### config.mk
export PLATFORM = sky130hd
export DESIGN_NAME = tile_sched
export DESIGN_NICKNAME = d
export VERILOG_FILES = /design/src/rtl/tile_sched.sv
export SDC_FILE = /design/constraint.sdc
export NUM_CORES = 1
export LEC_CHECK = 0
export CAP_MARGIN = 15
export CORE_MARGIN = 2
export CORE_UTILIZATION = 30
export DETAILED_ROUTE_END_ITERATION = 7
export PLACE_DENSITY = 0.51
export SLEW_MARGIN = 20
export SYNTH_ARGS = -nofsm -noshare
export SYNTH_HDL_FRONTEND = slang
export SYNTH_SLANG_ARGS = --single-unit
### constraint.sdc
create_clock -name clk -period 2.73 [get_ports clk]
set_input_delay 0.546 -clock clk [delete_from_list [all_inputs] [get_ports clk]]
set_output_delay 0.546 -clock clk [all_outputs]
set_load 0.01 [all_outputs]
### src/rtl/tile_sched.sv
// Tile-level scheduler: issues K feed phases per output tile, waits out the array drain,
// then hands each tile to writeback. Optional perf counters under `TILE_SCHED_PERF_EN.
module tile_sched #(
    parameter int unsigned CW        = 8,
    parameter int unsigned DRAIN_CYC = 128,
    parameter int unsigned DRW       = 8
) (
    input  logic          clk,
    input  logic          rst,
    input  logic          start,
    input  logic          abort,
    input  logic [CW-1:0] cfg_rows,
    input  logic [CW-1:0] cfg_cols,
    input  logic [CW-1:0] cfg_ks,
    output logic          feed_start,
    input  logic          feed_done_a,
    input  logic          feed_done_b,
    output logic [CW-1:0] tile_row,
    output logic [CW-1:0] tile_col,
    output logic [CW-1:0] tile_k,
    output logic          acc_clear,
    output logic          wb_req,
    input  logic          wb_ack,
    output logic          busy,
    output logic          done,
    output logic          cfg_err,
    output logic          aborted,
    output logic [2:0]    state_dbg
`ifdef TILE_SCHED_PERF_EN
    ,
    output logic [31:0]   perf_busy_cyc,
    output logic [31:0]   perf_stall_cyc
`endif
);

    typedef enum logic [2:0] {
        StIdle  = 3'd0,
        StIssue = 3'd1,
        StFeed  = 3'd2,
        StDrain = 3'd3,
        StWb    = 3'd4,
        StFin   = 3'd5
    } state_e;

    state_e         r_state;
    logic [CW-1:0]  r_rows_m1, r_cols_m1, r_ks_m1;
    logic [CW-1:0]  r_tile_row, r_tile_col, r_tile_k;
    logic [DRW-1:0] r_drain_cnt;
    logic           r_da, r_db;
    logic           r_feed_start, r_acc_clear, r_wb_req, r_busy, r_done, r_cfg_err, r_aborted;

    logic w_cfg_ok;
    logic w_feed_cmp;
    logic w_last_tile;

    assign w_cfg_ok    = (cfg_rows != '0) && (cfg_cols != '0) && (cfg_ks != '0);
    // Sticky flag or the live pulse: completion may land on the same cycle as the later pulse.
    assign w_feed_cmp  = (r_da | feed_done_a) & (r_db | feed_done_b);
    assign w_last_tile = (r_tile_row == r_rows_m1) && (r_tile_col == r_cols_m1);

    always_ff @(posedge clk) begin
        if (rst) begin
            r_state      <= StIdle;
            r_rows_m1    <= '0;
            r_cols_m1    <= '0;
            r_ks_m1      <= '0;
            r_tile_row   <= '0;
            r_tile_col   <= '0;
            r_tile_k     <= '0;
            r_drain_cnt  <= '0;
            r_da         <= 1'b0;
            r_db         <= 1'b0;
            r_feed_start <= 1'b0;
            r_acc_clear  <= 1'b0;
            r_wb_req     <= 1'b0;
            r_busy       <= 1'b0;
            r_done       <= 1'b0;
            r_cfg_err    <= 1'b0;
            r_aborted    <= 1'b0;
        end else begin
            r_feed_start <= 1'b0;
            r_acc_clear  <= 1'b0;
            r_done       <= 1'b0;
            r_cfg_err    <= 1'b0;
            r_aborted    <= 1'b0;
            if (abort && (r_state != StIdle)) begin
                r_state   <= StIdle;
                r_aborted <= 1'b1;
                r_busy    <= 1'b0;
                r_wb_req  <= 1'b0;
            end else begin
                unique case (r_state)
                    StIdle: begin
                        if (start) begin
                            if (!w_cfg_ok) begin
                                r_cfg_err <= 1'b1;
                            end else begin
                                r_rows_m1    <= cfg_rows - CW'(1);
                                r_cols_m1    <= cfg_cols - CW'(1);
                                r_ks_m1      <= cfg_ks - CW'(1);
                                r_tile_row   <= '0;
                                r_tile_col   <= '0;
                                r_tile_k     <= '0;
                                r_state      <= StIssue;
                                r_busy       <= 1'b1;
                                r_feed_start <= 1'b1;
                                r_acc_clear  <= 1'b1;
                            end
                        end
                    end
                    StIssue: begin
                        r_da    <= 1'b0;
                        r_db    <= 1'b0;
                        r_state <= StFeed;
                    end
                    StFeed: begin
                        if (feed_done_a) r_da <= 1'b1;
                        if (feed_done_b) r_db <= 1'b1;
                        if (w_feed_cmp) begin
                            if (r_tile_k < r_ks_m1) begin
                                r_tile_k     <= r_tile_k + CW'(1);
                                r_state      <= StIssue;
                                r_feed_start <= 1'b1;
                            end else begin
                                r_drain_cnt <= DRW'(DRAIN_CYC - 1);
                                r_state     <= StDrain;
                            end
                        end
                    end
                    StDrain: begin
                        if (r_drain_cnt == '0) begin
                            r_state  <= StWb;
                            r_wb_req <= 1'b1;
                        end else begin
                            r_drain_cnt <= r_drain_cnt - DRW'(1);
                        end
                    end
                    StWb: begin
                        if (wb_ack) begin
                            r_wb_req <= 1'b0;
                            r_tile_k <= '0;
                            if (r_tile_col == r_cols_m1) begin
                                r_tile_col <= '0;
                                r_tile_row <= r_tile_row + CW'(1);
                            end else begin
                                r_tile_col <= r_tile_col + CW'(1);
                            end
                            if (w_last_tile) begin
                                r_state <= StFin;
                                r_done  <= 1'b1;
                            end else begin
                                r_state      <= StIssue;
                                r_feed_start <= 1'b1;
                                r_acc_clear  <= 1'b1;
                            end
                        end
                    end
                    StFin: begin
                        r_state <= StIdle;
                        r_busy  <= 1'b0;
                    end
                    default: begin
                        r_state <= StIdle;
                        r_busy  <= 1'b0;
                    end
                endcase
            end
        end
    end

    assign feed_start = r_feed_start;
    assign acc_clear  = r_acc_clear;
    assign wb_req     = r_wb_req;
    assign busy       = r_busy;
    assign done       = r_done;
    assign cfg_err    = r_cfg_err;
    assign aborted    = r_aborted;
    assign tile_row   = r_tile_row;
    assign tile_col   = r_tile_col;
    assign tile_k     = r_tile_k;
    assign state_dbg  = r_state;

`ifdef TILE_SCHED_PERF_EN
    logic [31:0] r_perf_busy, r_perf_stall;
    logic        w_stall;

    assign w_stall = ((r_state == StFeed) && !w_feed_cmp) || ((r_state == StWb) && !wb_ack);

    always_ff @(posedge clk) begin
        if (rst) begin
            r_perf_busy  <= '0;
            r_perf_stall <= '0;
        end else if ((r_state == StIdle) && start && w_cfg_ok) begin
            r_perf_busy  <= '0;
            r_perf_stall <= '0;
        end else begin
            if ((r_state != StIdle) && (r_perf_busy != '1)) r_perf_busy <= r_perf_busy + 32'd1;
            if (w_stall && (r_perf_stall != '1)) r_perf_stall <= r_perf_stall + 32'd1;
        end
    end

    assign perf_busy_cyc  = r_perf_busy;
    assign perf_stall_cyc = r_perf_stall;
`endif

endmodule

==> results.md <==
- Outcome: finished, final reports clean
- H-tree Lvls: 3
- Area grow syn2layout: 35.3%
- WL/cell: 14.1 um
- Leak: 2.02 nW
- Layout Cells excl Fill: 719
- Die Height: 117 um
- Nets: 590
- Register area: 1360 sq um
- Share of cells above drive strength 1: 0.126
- # rows: 41
- Dpl cells: 703
- DRC viols: 0
- Flops & latches, synth: 68
- Ordered cell list for the critical path: clkdlybuf4s50_1, inv_1, ha_1, nor3b_1, a22o_1, buf_4, nor3_4, nor2_1, or3_1, a21oi_2
- Pre-CTS WS: -0.132 ns
- Area occupied by multi-input gates: 2290 sq um
- Net Sw Frac: 0.289
- CTS buffer count: 9
- Io pins: 65
- Slew headroom: 0.655
- Worst setup path category: input port to flip-flop
- Top cells by count, synth: dfxtp_1, nor2_1, xor2_1, a211oi_1, nand2_1
- Post-synth top area cell: dfxtp_1
- Top-count cell post-synth: dfxtp_1
- Reg clk slew, reported paths: 0.06 ns
- Setup crit end kind: flip-flop
- Number of port buffers: 64
- Via density: 4.83
- Synthesized Nets: 495
- RSZ-0062 raised after global routing: no
- DP HPWL: 7650 um
- Worst Setup Start Kind: input port
- Final Worst Setup Slack: 0.210 ns
- Largest net degree at the start of global routing: 50
- Netlist cell types: 62
- Met2 Usage GRT: 0.234
- Synth top area cells: dfxtp_1, xor2_1, nor2_1, ha_1, a211oi_1
- Routed Antenna Nets: 0
- CTS tree: built
- CP required: 3.00 ns
- Syn avg cell area: 8.61 sq um
- Final hold violation count: 0
- Clk pwr share: 0.395
- Post-cts sizing count: 0
- Grt ovf: 0
- Core Box Area: 12600 sq um
- Worst hold start: r_ks_m1[3]
- Top_reg_cell synth: dfxtp_1
- CTS max path bufs: 2
- CP Buf/Inv Count: 3
- Post-CTS Repair Setup Buffers: 0
- Worst endpoint data arrival time: 2.79 ns
- Netlist Area Pre-Place: 3850 sq um
- CP top delay family: simple AND/OR/NAND/NOR gates
- Initial DRC Count: 149
- Clock Sink Count: 68
- Max IR drop VDD: 0.000302 V
- Max-slew violation count: 0
- Actual slew at the worst max-slew pin: 0.517 ns
- Peak Freq: 0.397 GHz
- Full die area: 13700 sq um
- Critical path fanouts, max: 5
- Combinational group share of total power: 0.234
- Gp weighted congestion: 0.804
- Sequential element share of the synthesized area: 0.354
- Final WL: 10100 um
- Worst Hold Class: flip-flop to flip-flop
- Vias in the first global route: 3351
- Fill cell count: 1266
- Worst r2r src: tile_k[2]
- Initial antenna violation count: 0
- # setup viols final: 0
- ANT cells: 0
- EDFF count, synth: 0
- Synth Warn #: 0
- Initial Utilization: 0.306
- Clk_skew: 0.00354 ns
- Max Cap Viol: 0
- Grt met3 use: 0.0366
- Pre-Repair DR Iteration Count: 4
- Root Driver: clkbuf_16
- Slowest stage delay, CP: 0.49 ns
- Minimum clock period: 2.52 ns
- Slowest cell on crit path: clkdlybuf4s50_1
- Hold_buf cts: 0
- Die X-Extent: 117 um
- GRT met1 Usage: 0.217
- Critical Path Source: cfg_ks[0]
- Yosys top cell area share: 0.354
- Sequential share of power: 0.371
- Vias: 3473
- GR peak layer: met2
- Post-synthesis async set-or-reset flop share: 0
- Net switching power: 0.915 mW
- Int Power: 2.25 mW
- Tcrit/Tclk final: 0.923
- Clock Latency Late Sink: 0.34 ns
- Power Density: 608 nW/um^2
- First-pass GRT wire length: 16600 um
- Syn Inst Count: 447
- Total track usage: 0.155
[cell usage in the layout (no fill, tap or decap), drive strengths merged, types with 2 or more instances in the layout]
cell	synthesis	layout
o211ai	2	2
ha	17	17
a211oi	25	25
nor2b	3	3
and2	5	5
nor3	12	12
xnor2	13	13
o22ai	2	2
nand2b	10	10
o21ai	11	11
bufinv	0	2
nand3	14	14
a22o	3	3
nor4	11	11
nor3b	4	4
a21oi	19	19
clkinv	0	3
a311oi	6	6
and3	6	6
o2111ai	3	3
dfxtp	68	68
o211a	2	2
nand4	7	7
nand2	24	24
inv	23	23
xor2	32	32
o21a	3	3
or3	7	7
o32ai	2	2
buf	8	39
clkdlybuf4s50	0	64
nor2	67	67
o41ai	2	2
o31ai	6	6
a41oi	2	2
clkbuf	11	11
[worst min-delay path, stage by stage (launching register included)]
cell and delay (ns):
dfxtp_1 0.29, inv_1 0.06, a211oi_1 0.07
[routing by layer]
metal,part of all wire,routed length (um)
met1,0.50,5010
met2,0.44,4460
met3,0.042,423
met4,0.021,211
met5,0,0
[state kept, by name, indices dropped and copies added (netlist names)]
register and count:
wb_req 1, tile_k 8, cfg_err 1, r_drain_cnt 8
state_dbg 3, acc_clear 1, busy 1, done 1
r_rows_m1 8, tile_row 8, tile_col 8, r_cols_m1 8
r_da 1, aborted 1, r_ks_m1 8, r_db 1
feed_start 1
[power groups by stage]
| stage | registers (mW) | clock network (mW) | logic, mW |
|---|---|---|---|
| 2_1_floorplan | 1.17 | 0 | 0.489 |
| 3_3_place_gp | 1.20 | 0 | 0.741 |
| 3_5_place_dp | 1.20 | 0 | 0.745 |
| 4_1_cts | 1.18 | 1.29 | 0.750 |
| 5_1_grt | 1.19 | 1.33 | 0.832 |
| 6_report | 1.17 | 1.25 | 0.741 |
[metrics by stage]
stage                     cell area [sq um]  total power [mW]  utilization  TNS (ns)  hold WS [ns]
after floorplan                        3850              1.66            -         0         0.440
after global placement                 4890              1.94        0.389     -1.21         0.470
after detailed placement               4890              1.94        0.389     -2.32         0.461
after CTS                              5210              3.21        0.414         0         0.472
after global routing                   5210              3.35        0.414         0         0.507
final                                  5210              3.17        0.414         0         0.475
[layout make-up]
| type | count | share of cell area |
|---|---|---|
| Multi-Input combinational cell | 337 | 0.440 |
| Sequential cell | 68 | 0.261 |
| Timing Repair Buffer | 103 | 0.179 |
| Clock buffer | 11 | 0.0466 |
| Tap cell | 172 | 0.0413 |
| Inverter | 23 | 0.0166 |
| Clock inverter | 5 | 0.0144 |
[worst paths after layout]
| path | slack, ns | depth (start not counted) | endpoint |
|---|---|---|---|
| worst max-delay path | 0.21 | 10 | tile_col[4] |
| worst min-delay path | 0.48 | 2 | r_ks_m1[3] |
| worst max register to register | 0.39 | 8 | r_drain_cnt[7] |
| worst min register to register | 0.48 | 2 | r_ks_m1[3] |
[cells by family after synthesis]
logic type      synth area share
simple gates               0.247
xor+xnor                   0.102
flops                      0.354
fa+ha+maj                 0.0579
buf+inv                   0.0520
compound gates             0.187
Note: power is estimated with default switching activity, not from simulation.
